**config.mk**
```make
export PLATFORM = sky130hd
export DESIGN_NAME = ir_transmit
export DESIGN_NICKNAME = d
export VERILOG_FILES = /design/src/rtl/ir_pkg.sv /design/src/rtl/ir_carrier_gen.sv /design/src/rtl/ir_transmit.sv
export SDC_FILE = /design/constraint.sdc
export NUM_CORES = 1
export LEC_CHECK = 0
export CELL_PAD_IN_SITES_DETAIL_PLACEMENT = 0
export CELL_PAD_IN_SITES_GLOBAL_PLACEMENT = 2
export CORE_ASPECT_RATIO = 0.5
export CORE_MARGIN = 4
export CORE_UTILIZATION = 40
export CTS_BUF_LIST = sky130_fd_sc_hd__clkbuf_8
export DETAILED_ROUTE_END_ITERATION = 7
export PLACE_DENSITY_LB_ADDON = 0.15
export SLEW_MARGIN = 20
export SYNTH_ARGS = -nofsm -noshare
export SYNTH_HDL_FRONTEND = slang
export SYNTH_SLANG_ARGS = --single-unit
```
**constraint.sdc**
```tcl
create_clock -name iCLK -period 5.3 [get_ports iCLK]
set_input_delay 0.795 -clock iCLK [delete_from_list [all_inputs] [get_ports iCLK]]
set_output_delay 0.795 -clock iCLK [all_outputs]
set_load 0.03 [all_outputs]
```
**src/rtl/ir_pkg.sv**
```systemverilog
// Shared NEC IR definitions: state encoding, timing constants at 50 MHz, frame geometry.
// The carrier option of ir_transmit is enabled by defining IR_CARRIER_EN.
package ir_pkg;

  localparam int CNT_W      = 21;
  localparam int FRAME_BITS = 32;
  localparam int BIT_CNT_W  = 6;

  localparam int IR_LEADER_MARK_DUR  = 450000;
  localparam int IR_LEADER_SPACE_DUR = 225000;
  localparam int IR_BIT_MARK_DUR     = 28000;
  localparam int IR_ZERO_SPACE_DUR   = 28000;
  localparam int IR_ONE_SPACE_DUR    = 84500;
  localparam int IR_GAP_DUR          = 2000000;
  localparam int IR_CARRIER_HALF     = 658;

  typedef enum logic [2:0] {
    S_IDLE,
    S_LEADER_MARK,
    S_LEADER_SPACE,
    S_BIT_MARK,
    S_BIT_SPACE,
    S_STOP_MARK,
    S_GAP
  } ir_state_e;

  function automatic logic is_mark(input ir_state_e s);
    return (s == S_LEADER_MARK) || (s == S_BIT_MARK) || (s == S_STOP_MARK);
  endfunction

endpackage

```
**src/rtl/ir_carrier_gen.sv**
```systemverilog
// Carrier divider for the IR LED: toggles every HALF clocks, restarts high at each mark entry.
module ir_carrier_gen #(
  parameter int HALF = 658
) (
  input  logic clk,
  input  logic rst_n,
  input  logic i_restart,
  input  logic i_mark,
  output logic o_led
);

  localparam int DIV_W = $clog2(HALF + 1);

  logic [DIV_W-1:0] r_div;
  logic             r_carrier;
  logic [DIV_W-1:0] w_div_next;
  logic             w_carrier_next;

  always_comb begin
    w_div_next     = r_div + 1'b1;
    w_carrier_next = r_carrier;
    if (i_restart) begin
      w_div_next     = '0;
      w_carrier_next = 1'b1;
    end else if (r_div == DIV_W'(HALF - 1)) begin
      w_div_next     = '0;
      w_carrier_next = ~r_carrier;
    end
  end

  always_ff @(posedge clk or negedge rst_n) begin
    if (!rst_n) begin
      r_div     <= '0;
      r_carrier <= 1'b0;
      o_led     <= 1'b0;
    end else begin
      r_div     <= w_div_next;
      r_carrier <= w_carrier_next;
      // i_mark is the next-state mark flag, so the LED lines up with the registered oIRDA.
      o_led     <= w_carrier_next & i_mark;
    end
  end

endmodule

```
**src/rtl/ir_transmit.sv**
```systemverilog
// NEC IR frame generator: leader, 32 pulse-distance bits LSB first, stop mark, gap.
// Define IR_CARRIER_EN to add the modulated oIR_LED output.
module ir_transmit
  import ir_pkg::*;
#(
  parameter int LEADER_MARK_DUR  = IR_LEADER_MARK_DUR,
  parameter int LEADER_SPACE_DUR = IR_LEADER_SPACE_DUR,
  parameter int BIT_MARK_DUR     = IR_BIT_MARK_DUR,
  parameter int ZERO_SPACE_DUR   = IR_ZERO_SPACE_DUR,
  parameter int ONE_SPACE_DUR    = IR_ONE_SPACE_DUR,
  parameter int GAP_DUR          = IR_GAP_DUR
`ifdef IR_CARRIER_EN
  , parameter int CARRIER_HALF   = IR_CARRIER_HALF
`endif
) (
  input  logic        iCLK,
  input  logic        iRST_n,
  input  logic        iSTART,
  input  logic [31:0] iDATA,
  output logic        oBUSY,
  output logic        oDONE,
  output logic        oIRDA
`ifdef IR_CARRIER_EN
  , output logic      oIR_LED
`endif
);

  ir_state_e              r_state;
  ir_state_e              w_state_next;
  logic [CNT_W-1:0]       r_cnt;
  logic [31:0]            r_shift;
  logic [BIT_CNT_W-1:0]   r_bit_cnt;
  logic [CNT_W-1:0]       w_dur;
  logic                   w_last;
  logic                   w_accept;
  logic                   w_irda_next;
  logic                   w_busy_next;
  logic                   w_done_next;

  assign w_accept = (r_state == S_IDLE) && iSTART;
  assign w_last   = (r_cnt == w_dur - 1'b1);

  // NOTE: sequential state uses non-blocking assignments so every flop samples pre-edge values.
  always_ff @(posedge iCLK or negedge iRST_n) begin
    if (!iRST_n) r_state <= S_IDLE;
    else         r_state <= w_state_next;
  end

  // NOTE: every always_comb output gets a default first so no path leaves it unassigned (no latch).
  always_comb begin
    w_dur        = '0;
    w_state_next = r_state;
    unique case (r_state)
      S_IDLE:         if (iSTART) w_state_next = S_LEADER_MARK;
      S_LEADER_MARK: begin
        w_dur = CNT_W'(LEADER_MARK_DUR);
        if (w_last) w_state_next = S_LEADER_SPACE;
      end
      S_LEADER_SPACE: begin
        w_dur = CNT_W'(LEADER_SPACE_DUR);
        if (w_last) w_state_next = S_BIT_MARK;
      end
      S_BIT_MARK: begin
        w_dur = CNT_W'(BIT_MARK_DUR);
        if (w_last) w_state_next = S_BIT_SPACE;
      end
      S_BIT_SPACE: begin
        w_dur = r_shift[0] ? CNT_W'(ONE_SPACE_DUR) : CNT_W'(ZERO_SPACE_DUR);
        if (w_last)
          w_state_next = (r_bit_cnt == BIT_CNT_W'(FRAME_BITS - 1)) ? S_STOP_MARK : S_BIT_MARK;
      end
      S_STOP_MARK: begin
        w_dur = CNT_W'(BIT_MARK_DUR);
        if (w_last) w_state_next = S_GAP;
      end
      S_GAP: begin
        w_dur = CNT_W'(GAP_DUR);
        if (w_last) w_state_next = S_IDLE;
      end
      default:        w_state_next = S_IDLE;
    endcase
  end

  always_comb begin
    w_irda_next = ~is_mark(w_state_next);
    w_busy_next = (w_state_next != S_IDLE);
    w_done_next = (r_state == S_GAP) && w_last;
  end

  // NOTE: only control and datapath flops are reset here; there is no memory array to leave unreset.
  always_ff @(posedge iCLK or negedge iRST_n) begin
    if (!iRST_n) begin
      r_cnt     <= '0;
      r_shift   <= '0;
      r_bit_cnt <= '0;
      oIRDA     <= 1'b1;
      oBUSY     <= 1'b0;
      oDONE     <= 1'b0;
    end else begin
      if (w_state_next != r_state) r_cnt <= '0;
      else if (r_state != S_IDLE)  r_cnt <= r_cnt + 1'b1;

      if (w_accept) begin
        r_shift   <= iDATA;
        r_bit_cnt <= '0;
      end else if (r_state == S_BIT_SPACE && w_last) begin
        r_shift   <= {1'b0, r_shift[31:1]};
        r_bit_cnt <= r_bit_cnt + 1'b1;
      end

      oIRDA <= w_irda_next;
      oBUSY <= w_busy_next;
      oDONE <= w_done_next;
    end
  end

`ifdef IR_CARRIER_EN
  logic w_mark_restart;
  assign w_mark_restart = is_mark(w_state_next) && !is_mark(r_state);

  ir_carrier_gen #(.HALF(CARRIER_HALF)) u_carrier (
    .clk       (iCLK),
    .rst_n     (iRST_n),
    .i_restart (w_mark_restart),
    .i_mark    (is_mark(w_state_next)),
    .o_led     (oIR_LED)
  );
`endif

endmodule

```
* After elaboration in Yosys (flattened, before gate mapping) *
Index checks and enable logic that the tools add are counted.
Widths: inputs -> output; s select.

storage, ports and cells
  word-level logic and storage cells = 51
  bits in writable memories = 0
  output and inout bits = 3
  bits in latches = 0
  memories = 0
  register bits after elaboration = 65
  memory bits (read-only) = 0
  bits of input ports = 35

operators by class
  $add $sub $neg = 3
  bitwise gates (word level) = 1
  $lt $le $gt $ge = 0
  divide/modulo/power cells = 0
  reductions and logical operators = 11
  shift operators = 0
  multiply operators = 0
  mux-type cells = 17
  equality and inequality tests = 12

operators with widths
  operator               count
  $pmux 21 s5            1
  $mux 32                2
  $mux 21                2
  $mux 3                 8
  $add 21x1->21 const B  1
  $eq 21x21->1           1
  $pmux 3 s7             1
  $sub 21x1->21 const B  1
  $mux 17                1
  $eq 3x3->1 const B     4
  $mux 6                 2
  $eq 3x2->1 const B     3
  $add 6x1->6 const B    1
  $eq 3x1->1 const B     2
  $eq 6x5->1 const B     1
  $reduce_bool 3->1      2
  $reduce_bool 2->1      2
  $logic_and 1x1->1      3
  $logic_not 3->1        1
  $ne 3x3->1             1
  $logic_or 1x1->1       2
  $reduce_or 2->1        1
  $not 1->1              1

* Longest topological paths before layout *
  depth in word-level cells = 11
  mapped depth = 17
  gate-level depth less buffers = 11

* Worst setup path before layout *
OpenSTA, ideal clock, no wires.

  path type = register to register
  start = register r_state[1]
  end = register r_cnt[11]
  data required time = 5,179 ps
  cell stages (with the launch flop) = 18
  slack = 2,089 ps
  period minus slack after synthesis = 3,211 ps
  data arrival time = 3,090 ps
  cell sequence = dfrtp_1 -> buf_6 -> buf_2 -> buf_2 -> nand2_1 -> ha_1 -> buf_2 -> nor2_1 -> o211a_1 -> nor4_2 -> o2111ai_1 -> nor4_4 -> and2_1 -> buf_2 -> a21o_1 -> buf_2 -> buf_2 -> nor2_1

on the way
  word-level cells in the longest chain between the ends = 9
  elaborated cells on any way between the ends = 23

ends and longest elaborated chain
  element                                              RTL line            source
  start, declared                                      ir_transmit.sv:28   ir_state_e r_state;
  start signal, assigned                               ir_transmit.sv:46   else r_state <= w_state_next;
  $eq 3x3->1 / $eq 3x2->1 (equally long branches)      ir_transmit.sv:53   unique case (r_state)
  $reduce_or 2->1 (no line)                            -
  $pmux 21 s5                                          ir_transmit.sv:53
  $sub 21x1->21                                        ir_transmit.sv:41   assign w_last = (r_cnt == w_dur - 1'b1);
  $eq 21x21->1                                         ir_transmit.sv:41
  $mux 3, or another cell as far along                 ir_transmit.sv:78   if (w_last) w_state_next = S_IDLE;
  $pmux 3 s7                                           ir_transmit.sv:53
  $ne 3x3->1                                           ir_transmit.sv:100  if (w_state_next != r_state) r_cnt <= '0;
  $mux 21 / $reduce_bool 2->1 (equally long branches)  -
  end signal, assigned                                 ir_transmit.sv:101  else if (r_state != S_IDLE) r_cnt <= r_cnt + 1'b1;
  end, declared                                        ir_transmit.sv:30   logic [CNT_W-1:0] r_cnt;

Several ways; a longest one is shown, not always the timed one.
A chain may end at the register's enable or synchronous reset.

* Final worst setup path *
  start = register r_state[2]
  end = register r_bit_cnt[5]

on the way
  word-level cells in the longest chain between the ends = 7
  elaborated cells on any way between the ends = 15

ends and longest elaborated chain
  element                                          RTL line            source
  $eq 3x3->1 / $eq 3x2->1 (equally long branches)  ir_transmit.sv:53
  $reduce_or 2->1 (no line)                        -
  $pmux 21 s5                                      ir_transmit.sv:53
  $sub 21x1->21                                    ir_transmit.sv:41
  $eq 21x21->1                                     ir_transmit.sv:41
  $logic_and 1x1->1                                ir_transmit.sv:106  end else if (r_state == S_BIT_SPACE && w_last) begin
  $reduce_bool 2->1 (no line)                      -
  end signal, assigned                             ir_transmit.sv:108  r_bit_cnt <= r_bit_cnt + 1'b1;
  end, declared                                    ir_transmit.sv:32   logic [BIT_CNT_W-1:0] r_bit_cnt;

Several ways; a longest one is shown, not always the timed one.

==> metrics.txt <==
status finished, final reports clean; DIE HEIGHT 75.8 um; Final GP Congestion 0.878; global-route wire length before repair 14,200 um; delay-heaviest family, CP simple AND/OR/NAND/NOR gates; vias in the first global route 2,840; slowest stage delay, CP 880 ps; Die X-Extent 144 um; hold_sp r_shift[8]; Max-slew headroom 43.5%; CP Cell Sequence nand4bb_1, ha_1, nand4_1, o31ai_1, xor2_1, a211o_1, nor4_2, nand3_2, or4_1, a21oi_1; setup bufs post-CTS 0; initial core utilization 41.7%; hold endpoint r_shift[8]; r2r setup slk 1140 ps; clock insertion delay at the later pin of the skew report 350 ps; asr flop ratio synth 100%; Final HPWL DP 5930 um; max-slew violation count 0; Detailed Route WL 8680 um; Worst IR Drop VDD 0.111 mV; CP arrival 4420 ps; Core Util, Final 48.1%; slowest library cell on the worst path dfrtp_1; std cell rows 24; clock sinks 65; wire per inst 16.1 um; final setup fails 0; Cell Count Post-Placement 524; distinct cell type count after synthesis 51; EDFF count, synth 0; Synth Warn # 0; Mapped Cells 397; Hold Path Stages 1; layout cells sized above 1 6.87%; number of hold buffers added after CTS 0; post-route clock period utilization 78.4%; H-tree levels 3; largest net degree at the start of global routing 66; Ant. Diodes 0; Die ar. 10,900 sq um; register area share after synthesis 44.2%; Final Hold Viols 0; drt pass-1 iters 4; crit path capture type flip-flop; GRT Residual Overflow 0; Post-Place Worst Slack 1180 ps; Fmax 0.241 GHz; critical path peak fanout 27; Clock Tree Root clkbuf_8; CP Data Required Time 5570 ps; global-route usage over all layers 16.8%; io pins 38; most common cell after layout, fill and taps aside dfrtp_1; CP Launch Type flip-flop; post-CTS sizing 0; FF+latch count, synth 65; Tmin final 4160 ps; initial antenna violation count 0; Core Box Area 8830 sq um; vias per cell 5.64; Synth Cell Area 3680 sq um; final setup margin 1140 ps; post-route setup TNS 0 ps; RR Endpoint r_bit_cnt[5]; post-route ant nets 0; most frequent cells in the layout dfrtp_1 (64), nand2_1 (38), nor2_1 (38); port buffer count 37; critical path class flip-flop to flip-flop; P per Cell Area 279 nW/um^2; dominant synthesized flop cell dfrtp_1; Synthesized Nets 435; clock tree buffer depth 2; Slew @ Worst Pin 847 ps; Crit Reg-Reg Startpoint r_state[2]; max-cap violation count 0; area growth from synthesis to layout 15.3%; Worst-path clk slew 80 ps; WP buf/inv 0; RSZ-0062 raised after global routing false; drt drc 0; CTS buffer count 9; CTS tree yes; clock skew 14.6 ps; Static Leakage 1.97 nW; worst reg2reg path depth 10; routed vias 3,038; HP Class flip-flop to flip-flop; Initial DRC Count 372; nets 456; Final Non-Filler Cells 539; syn_area_per_cell 9.27 sq um
[stage by stage]
step / total power [mW] / instance area, sq um / hold WS [ps]
floorplan: 0.699 / 3680 / 449
detailed placement: 0.771 / 4050 / 465
global route: 1.25 / 4240 / 488
finish: 1.18 / 4240 / 477
global placement: 0.764 / 4050 / 458
CTS: 1.20 / 4240 / 483
[kinds of logic (layout without fill, tap and decap cells)]
logic type                 count (synthesis)  count (layout)  share of synthesized area, %
and+or+nand+nor                          149             149                          21.0
AOI/OAI and AO/OA                        113             113                          21.4
DFF                                       65              65                          44.2
buffers and inverters                     39              64                          5.64
xor gates and xnor gates                  28              28                          6.66
adders and majority gates                  3               3                          1.02
[cell type report]
class | instances | area, sq um
multi-input cells | 293 | 1840
well taps | 117 | 146
fillers | 857 | 4590
clock buffers | 9 | 124
flip-flops and latches | 65 | 1630
clock inverters | 6 | 67.6
inverters | 6 | 22.5
repair buffers | 43 | 410
[where the power goes]
part,total (mW),switching [mW],internal (mW)
clock,0.422,0.206,0.216
combinational,0.149,0.0663,0.0830
sequential,0.611,0.0585,0.552
[Yosys cell counts (5+ instances only)]
master	number	area share (%)
a22o_1	21	5.0
and3_1	10	1.7
a21oi_1	18	2.4
nor2b_1	5	0.85
a21o_1	23	4.7
nor3_1	10	1.4
o21ai_0	18	2.4
nand2_1	38	3.9
nor2_1	38	3.9
clkbuf_1	14	1.4
nand3_1	11	1.5
xor2_1	21	5.0
buf_2	13	1.8
a31oi_1	9	1.5
buf_6	6	1.8
nand4_1	9	1.5
xnor2_1	7	1.7
dfrtp_1	64	44
[worst max path at each step]
stage	slack, ps	from	cells after the start	endpoint
2_1_floorplan	2090	r_state[1]	17	r_cnt[11]
3_3_place_gp	1440	r_state[2]	10	r_bit_cnt[5]
3_5_place_dp	1180	r_state[2]	10	r_bit_cnt[5]
4_1_cts	1180	r_state[2]	10	r_bit_cnt[5]
5_1_grt	840	r_state[2]	10	r_bit_cnt[5]
6_report	1140	r_state[2]	10	r_bit_cnt[5]
[layer usage]
metal / up-vias / routed length (um) / track usage (%)
li1: 1462 / - / -
met1: 1479 / 4230 / 23.6
met2: 86 / 3840 / 25.2
met3: 11 / 516 / 5.71
met4: 0 / 97 / 4.28
met5: - / 0 / 0
[state kept, by name (all words and copies together) (netlist names)]
name / flops
r_shift: 32
r_cnt: 21
r_bit_cnt: 6
r_state: 3
oBUSY: 1
oDONE: 1
oIRDA: 1
No activity file was read; power rests on OpenSTA's default activity.
